==> config.mk <==
export PLATFORM = sky130hd
export DESIGN_NAME = seq_detector_param
export DESIGN_NICKNAME = d
export VERILOG_FILES = /design/src/rtl/seqdet_pkg.sv /design/src/rtl/seqdet_sat_counter.sv /design/src/rtl/seq_detector_param.sv
export SDC_FILE = /design/constraint.sdc
export NUM_CORES = 1
export LEC_CHECK = 0
export ABC_AREA = 1
export BUFFER_PORTS_ARGS = -buffer_cell sky130_fd_sc_hd__buf_2
export CAP_MARGIN = 20
export CORE_MARGIN = 2
export CORE_UTILIZATION = 57
export CTS_CLUSTER_DIAMETER = 50
export DETAILED_ROUTE_END_ITERATION = 7
export MAX_ROUTING_LAYER = met4
export PLACE_DENSITY = 0.8
export REMOVE_ABC_BUFFERS = 1
export SLEW_MARGIN = 20
export SYNTH_ARGS = -nofsm -noshare
export SYNTH_HDL_FRONTEND = slang
export SYNTH_SLANG_ARGS = --single-unit
export TNS_END_PERCENT = 50
==> constraint.sdc <==
create_clock -name clk -period 2.25 [get_ports clk]
set_input_delay 0.1125 -clock clk [delete_from_list [all_inputs] [get_ports clk]]
set_output_delay 0.1125 -clock clk [all_outputs]
set_load 0.01 [all_outputs]
==> src/rtl/seqdet_pkg.sv <==
// Shared types and helpers for the programmable serial pattern detector.
// Included first so the detector and its counter see one definition.
package seqdet_pkg;

  typedef enum logic [1:0] {
    UNCFG = 2'd0,
    FILL  = 2'd1,
    RUN   = 2'd2
  } state_t;

  function automatic int len_w(input int max_len);
    return $clog2(max_len + 1);
  endfunction

endpackage

==> src/rtl/seqdet_sat_counter.sv <==
// Saturating up-counter with synchronous clear.
// Clear takes priority over increment.
module seqdet_sat_counter #(
  parameter int CNT_W = 8
) (
  input  logic             clk,
  input  logic             reset_n,
  input  logic             inc,
  input  logic             clr,
  output logic [CNT_W-1:0] count,
  output logic             sat
);

  logic [CNT_W-1:0] r_count;

  assign count = r_count;
  assign sat   = &r_count;

  always_ff @(posedge clk or negedge reset_n) begin
    if (!reset_n) begin
      r_count <= '0;
    end else if (clr) begin
      r_count <= '0;
    end else if (inc && !sat) begin
      r_count <= r_count + 1'b1;
    end
  end

endmodule

==> src/rtl/seq_detector_param.sv <==
// Runtime-programmable serial bit-pattern detector.
// Mealy match flag, registered copy, saturating match count.
module seq_detector_param
  import seqdet_pkg::*;
#(
  parameter int MAX_LEN = 8,
  parameter int CNT_W   = 8,
  parameter int LEN_W   = len_w(MAX_LEN)
) (
  input  logic               clk,
  input  logic               reset_n,
  input  logic               cfg_load,
  input  logic [MAX_LEN-1:0] cfg_pattern,
  input  logic [LEN_W-1:0]   cfg_len,
  input  logic               cfg_overlap,
  output logic               cfg_err,
  input  logic               in_valid,
  input  logic               in_bit,
  output logic               match,
  output logic               match_q,
  input  logic               count_clr,
  output logic [CNT_W-1:0]   match_count,
  output logic               count_sat,
  output logic               armed
);

  localparam logic [LEN_W-1:0] L_ONE = LEN_W'(1);
  localparam logic [LEN_W-1:0] L_MAX = LEN_W'(MAX_LEN);

  state_t             r_state;
  logic [MAX_LEN-1:0] r_pat;
  logic [LEN_W-1:0]   r_len;
  logic               r_ovl;
  logic [MAX_LEN-2:0] r_hist;
  logic [LEN_W-1:0]   r_fill;
  logic               r_err;
  logic               r_match_q;

  logic [MAX_LEN-1:0] w_cat;
  logic [MAX_LEN-1:0] w_mask;
  logic               w_hit;
  logic               w_match;
  logic               w_legal;
  logic [LEN_W-1:0]   w_lenm1;
  logic [LEN_W-1:0]   w_fill_nx;

  assign w_cat     = {r_hist, in_bit};
  assign w_legal   = (cfg_len != '0) && (cfg_len <= L_MAX);
  assign w_lenm1   = r_len - L_ONE;
  assign w_fill_nx = r_fill + L_ONE;

  always_comb begin
    w_mask = '0;
    for (int i = 0; i < MAX_LEN; i++) begin
      w_mask[i] = (r_len > LEN_W'(i));
    end
  end

  // Bits at or above the programmed length never block a match.
  assign w_hit   = &(~(w_cat ^ r_pat) | ~w_mask);
  assign w_match = in_valid && (r_state == RUN) && w_hit;

  assign match   = w_match;
  assign match_q = r_match_q;
  assign cfg_err = r_err;
  assign armed   = (r_state == RUN);

  always_ff @(posedge clk or negedge reset_n) begin
    if (!reset_n) begin
      r_state   <= UNCFG;
      r_pat     <= '0;
      r_len     <= '0;
      r_ovl     <= 1'b0;
      r_hist    <= '0;
      r_fill    <= '0;
      r_err     <= 1'b0;
      r_match_q <= 1'b0;
    end else begin
      r_match_q <= w_match;
      if (cfg_load) begin
        r_hist <= '0;
        r_fill <= '0;
        if (w_legal) begin
          r_pat   <= cfg_pattern;
          r_len   <= cfg_len;
          r_ovl   <= cfg_overlap;
          r_err   <= 1'b0;
          r_state <= (cfg_len == L_ONE) ? RUN : FILL;
        end else begin
          r_pat   <= '0;
          r_len   <= '0;
          r_ovl   <= 1'b0;
          r_err   <= 1'b1;
          r_state <= UNCFG;
        end
      end else if (in_valid && (r_state != UNCFG)) begin
        r_hist <= w_cat[MAX_LEN-2:0];
        if (w_match && !r_ovl) begin
          r_fill  <= '0;
          r_state <= (r_len == L_ONE) ? RUN : FILL;
        end else if (r_state == FILL) begin
          r_fill <= w_fill_nx;
          if (w_fill_nx == w_lenm1) begin
            r_state <= RUN;
          end
        end
      end
    end
  end

  seqdet_sat_counter #(
    .CNT_W(CNT_W)
  ) u_cnt (
    .clk    (clk),
    .reset_n(reset_n),
    .inc    (w_match),
    .clr    (count_clr | cfg_load),
    .count  (match_count),
    .sat    (count_sat)
  );

endmodule

==> results.txt <==
The worst hold path begins at cfg_pattern[6]. The worst setup path is captured at a primary output. The signal on the critical path passes through inv_1, ha_1, inv_1, nand3_1, a21oi_1, nor2_2, and3_4, buf_2. The sum of negative setup slack is 0 ns. The ratio of routed vias to standard cells came out at 5.13.

After clock tree synthesis, the clock-pin slew on the worst setup and hold paths is 0.07 ns. The met2 routing resource usage after global routing is 0.409. The number of warnings reported in the yosys synthesis log is 0. After detailed routing, the number of remaining DRC violations is 0. The post-synthesis sequential area ratio came out at 0.423. The number of inserted filler cells in the final layout is 332. The post-synthesis register bit count came out at 36.

The count of max-cap constraint violations is 0. Relative to the synthesized area, the layout overhead comes to 14.6%. The top cell types in the final layout, fill and taps aside, are 99 x sky130_fd_sc_hd__nand2_1, 36 x sky130_fd_sc_hd__inv_1, 36 x sky130_fd_sc_hd__dfrtp_1. The clock tree skew after final layout came out at 0.00353 ns. The buffers inserted during post-CTS setup optimization came out at 0. The path with the worst hold slack has its endpoint at r_pat[6]. In this run the critical register-to-register path is launched from r_len[0]. The final layout contains 343 nets. The transition at the pin with the smallest max-transition slack came out at 0.792 ns. The number of pins exceeding their max-slew limit in the final report was 0. The smallest clock period supported by the final layout is computed as 2.04 ns.

The number of endpoints failing setup at the final stage is 0. The share of post-route cells with drive strength above 1 is 0.176. Setup repair after global routing left no endpoint under its margin. The initial utilization of the core area, before any placement, comes to 0.586. The internal reg-to-reg setup slack came out at 0.38 ns. The antenna diode instance count is 0.

The count of pins on the block boundary is 32. Of the total synthesized cell area, the portion taken by full adders, half adders and majority gates is 0.0294. The kind of critical path is reg2out. The routability congestion estimate from global placement is 0.903. The pre-CTS setup slack came out at 0.391 ns. The sequential cell area is 901 sq um.

In this run the horizontal extent of the chip is 65.1 microns. The die outline area came out at 4240 sq um. The clock passes through at most 2 buffers. The number of levels in the clock H-tree came out at 2.

The first-iteration detailed-routing DRC count came out at 130. The remaining number of nets flagged by the antenna check after routing is 0. The later pin in the worst-skew pair is clocked with a latency of 0.29 ns.

The share of Yosys cell area claimed by the top area cell type came out at 0.423. The die outline height came out at 65.1 microns. The post-synthesis simple-gate area fraction is 0.358. TritonCTS built the clock tree. Entering global routing, the biggest net connects 37 pins.

The total number of vias came out at 1884. The synthesized-area fraction occupied by ao, oa, aoi and oai cells is 0.0781. The average cell area after synthesis is 7.50 sq um. The buffers plus inverters on the worst setup path came out at 3.

Counting every sink on the clock net gives 36. The placeable core region is 3630 sq um. The largest fanout on the critical path is 5. The first global-routing pass estimated 7940 microns of wire.

sky130_fd_sc_hd__dfrtp_1 takes more of the synthesized area than any other cell. The power per cell area came out at 704 nW/um^2. The total wirelength of the detailed-routed design is 4490 microns. The number of search-and-repair iterations in the first detailed-routing pass is 5. met2 is the most crowded layer.

Once the clock tree was built, the resizer swapped 0 gates to a different size. The run finished with clean final reports. The async set-reset flop share out of synthesis is 1.00. The tree is rooted in a sky130_fd_sc_hd__clkbuf_8. The via count of the first global-routing pass came out at 1846.

Broken down by cell family, the worst path's largest delay share belongs to simple AND/OR/NAND/NOR gates. After synthesis, the largest family of logic cells by area is simple AND/OR/NAND/NOR gates. The number of endpoints with negative hold slack in the final report came out at 0. The cell depth of the worst hold path came out at 3.

Of the total synthesized cell area, the portion taken by XOR and XNOR cells is 0.0329. The peak ir drop on the vdd network came out at 0.000467 V. The class of the worst hold path is in2reg. The worst setup path is launched from a register. The analysis attributes to cell leakage a power of 0.00129 uW. The cell type of the slowest stage on the worst timing path is sky130_fd_sc_hd__dfrtp_1. The met3 track utilization from global routing is 0.0548. The headroom to the max-slew limit is 0.472. The final cycle utilization of the critical path is 0.904.

After detailed routing, the average wire length per cell comes to 12.2 microns. The endpoint identified for the worst register-to-register timing path is u_cnt.count[0]. The initial antenna violation count came out at 0.

The number of I/O port buffers came out at 31. The number of enable flip-flop cells after synthesis is 0. In the post-route analysis, the smallest setup slack over all paths is 0.215 ns. The largest single stage delay on the critical path is 0.44 ns.

The total CTS buffers came out at 5. The combined global-route utilization of all metal layers came out at 0.251. The signal arrival time at the worst endpoint came out at 1.92 ns. The multiplexer share of the synthesized area came out at 0. The global routing met1 resource utilization came out at 0.311. The post-synthesis cell count came out at 284.

The library cell used most frequently in the layout, excluding fill and tap cells, is sky130_fd_sc_hd__nand2_1. The total overflow left after global routing is 0. STA puts the critical path data required time at 2.14 ns.

Derived from the worst setup path, the maximum achievable clock frequency is 491 MHz. The number of rows in the core area is 22. Summing every instance area after synthesis gives 2130 sq um. The depth of the worst register-to-register path came out at 11. Sorting the synthesized cells by area gives the leading types as sky130_fd_sc_hd__dfrtp_1 42%, sky130_fd_sc_hd__nand2_1 17%, sky130_fd_sc_hd__nand3_1 7.3%. The most used flip-flop cell after synthesis is sky130_fd_sc_hd__dfrtp_1.

In this design, the critical path's most frequently occurring cell is sky130_fd_sc_hd__inv_1. Counting distinct cell types in the post-synthesis netlist gives 30. The footprint of the multi-input gates came out at 1060 sq um.

The estimated wirelength of the detail-placed design came out at 3290 microns. The critical path starts at r_len[0].
==> stage by stage <==
stage / cell area, sq um / power (uW) / hold WS, ns / util / instances
floorplan: 2100 / 1100 / -0.183 / - / 278
global placement: 2330 / 1220 / 0.236 / 0.643 / 359
finish: 2440 / 1720 / 0.0226 / 0.672 / 367
global route: 2440 / 1820 / 0.0499 / 0.672 / 367
CTS: 2440 / 1730 / 0.0254 / 0.672 / 367
detailed placement: 2330 / 1230 / 0.237 / 0.643 / 359
==> how the worst max path moves through the flow <==
| stage | slack, ns | cells past startpoint | endpoint |
|---|---|---|---|
| after floorplan | 0.55 | 11 | u_cnt.count[2] |
| after global placement | 0.50 | 11 | u_cnt.count[6] |
| after detailed placement | 0.39 | 11 | u_cnt.count[0] |
| after CTS | 0.21 | 8 | match |
| after global routing | 0.1 | 8 | match |
| final | 0.21 | 8 | match |
==> final cells by class <==
| cell class | count | share of cell area |
|---|---|---|
| clock buffers | 7 | 0.0395 |
| inverters | 38 | 0.0584 |
| repair buffers | 34 | 0.0738 |
| flip-flops and latches | 36 | 0.369 |
| well taps | 48 | 0.0246 |
| multi-input cells | 204 | 0.435 |
==> what timing repair did <==
item,CTS,global route
hold buffers,1,0
endpoints found under the setup margin,0,0
hold endpoints to repair,36,0
==> cells by family (layout without fill, tap and decap cells) <==
logic type      after synthesis  in the layout
simple gates                161            161
xor+xnor                      8              8
fa+ha+maj                     5              5
flops                        36             36
buf+inv                      44             79
compound gates               30             30
==> worst register-to-register path, stage by stage (launching register included) <==
cell and delay, ns:
sky130_fd_sc_hd__dfrtp_1 0.44, sky130_fd_sc_hd__inv_1 0.12, sky130_fd_sc_hd__ha_1 0.25, sky130_fd_sc_hd__inv_1 0.10, sky130_fd_sc_hd__nand3_1 0.07, sky130_fd_sc_hd__a21oi_1 0.07
sky130_fd_sc_hd__nor2_2 0.18, sky130_fd_sc_hd__and3_4 0.25, sky130_fd_sc_hd__nand2_8 0.10, sky130_fd_sc_hd__nor2_4 0.10, sky130_fd_sc_hd__nand2_1 0.07, sky130_fd_sc_hd__o21ai_2 0.06
==> cells in the mapped netlist (2+ instances only) <==
master and count:
sky130_fd_sc_hd__nand2_2 2, sky130_fd_sc_hd__nand2_1 99, sky130_fd_sc_hd__nor3b_1 2, sky130_fd_sc_hd__nand2_8 2, sky130_fd_sc_hd__o22ai_1 7, sky130_fd_sc_hd__nor2_4 3
sky130_fd_sc_hd__ha_1 5, sky130_fd_sc_hd__xnor2_1 2, sky130_fd_sc_hd__nand3_2 2, sky130_fd_sc_hd__o21ai_0 14, sky130_fd_sc_hd__nand3_1 31, sky130_fd_sc_hd__dfrtp_1 36
sky130_fd_sc_hd__nand4_1 2, sky130_fd_sc_hd__o21ai_1 5, sky130_fd_sc_hd__xor2_1 6, sky130_fd_sc_hd__clkbuf_1 5, sky130_fd_sc_hd__nor2_1 12, sky130_fd_sc_hd__inv_2 2
sky130_fd_sc_hd__inv_1 36
==> power breakdown <==
part           leakage, uW  internal [uW]  switching (uW)
clock            0.0000503            272             223
sequential        0.000481            712            70.8
combinational     0.000763            166             275
total              0.00129           1150             569
==> flip-flops by register name (all words and copies together), names as in the netlist, 2 cells and up <==
| register | count |
|---|---|
| r_fill | 4 |
| u_cnt.count | 8 |
| r_len | 4 |
| r_state | 2 |
| r_hist | 7 |
| r_pat | 8 |
==> metal layers <==
layer,share of wire,routed length [microns]
met5,0,0
met4,0.016,70
met3,0.047,213
met2,0.48,2170
met1,0.45,2040
(Power assumes the default switching activity.)
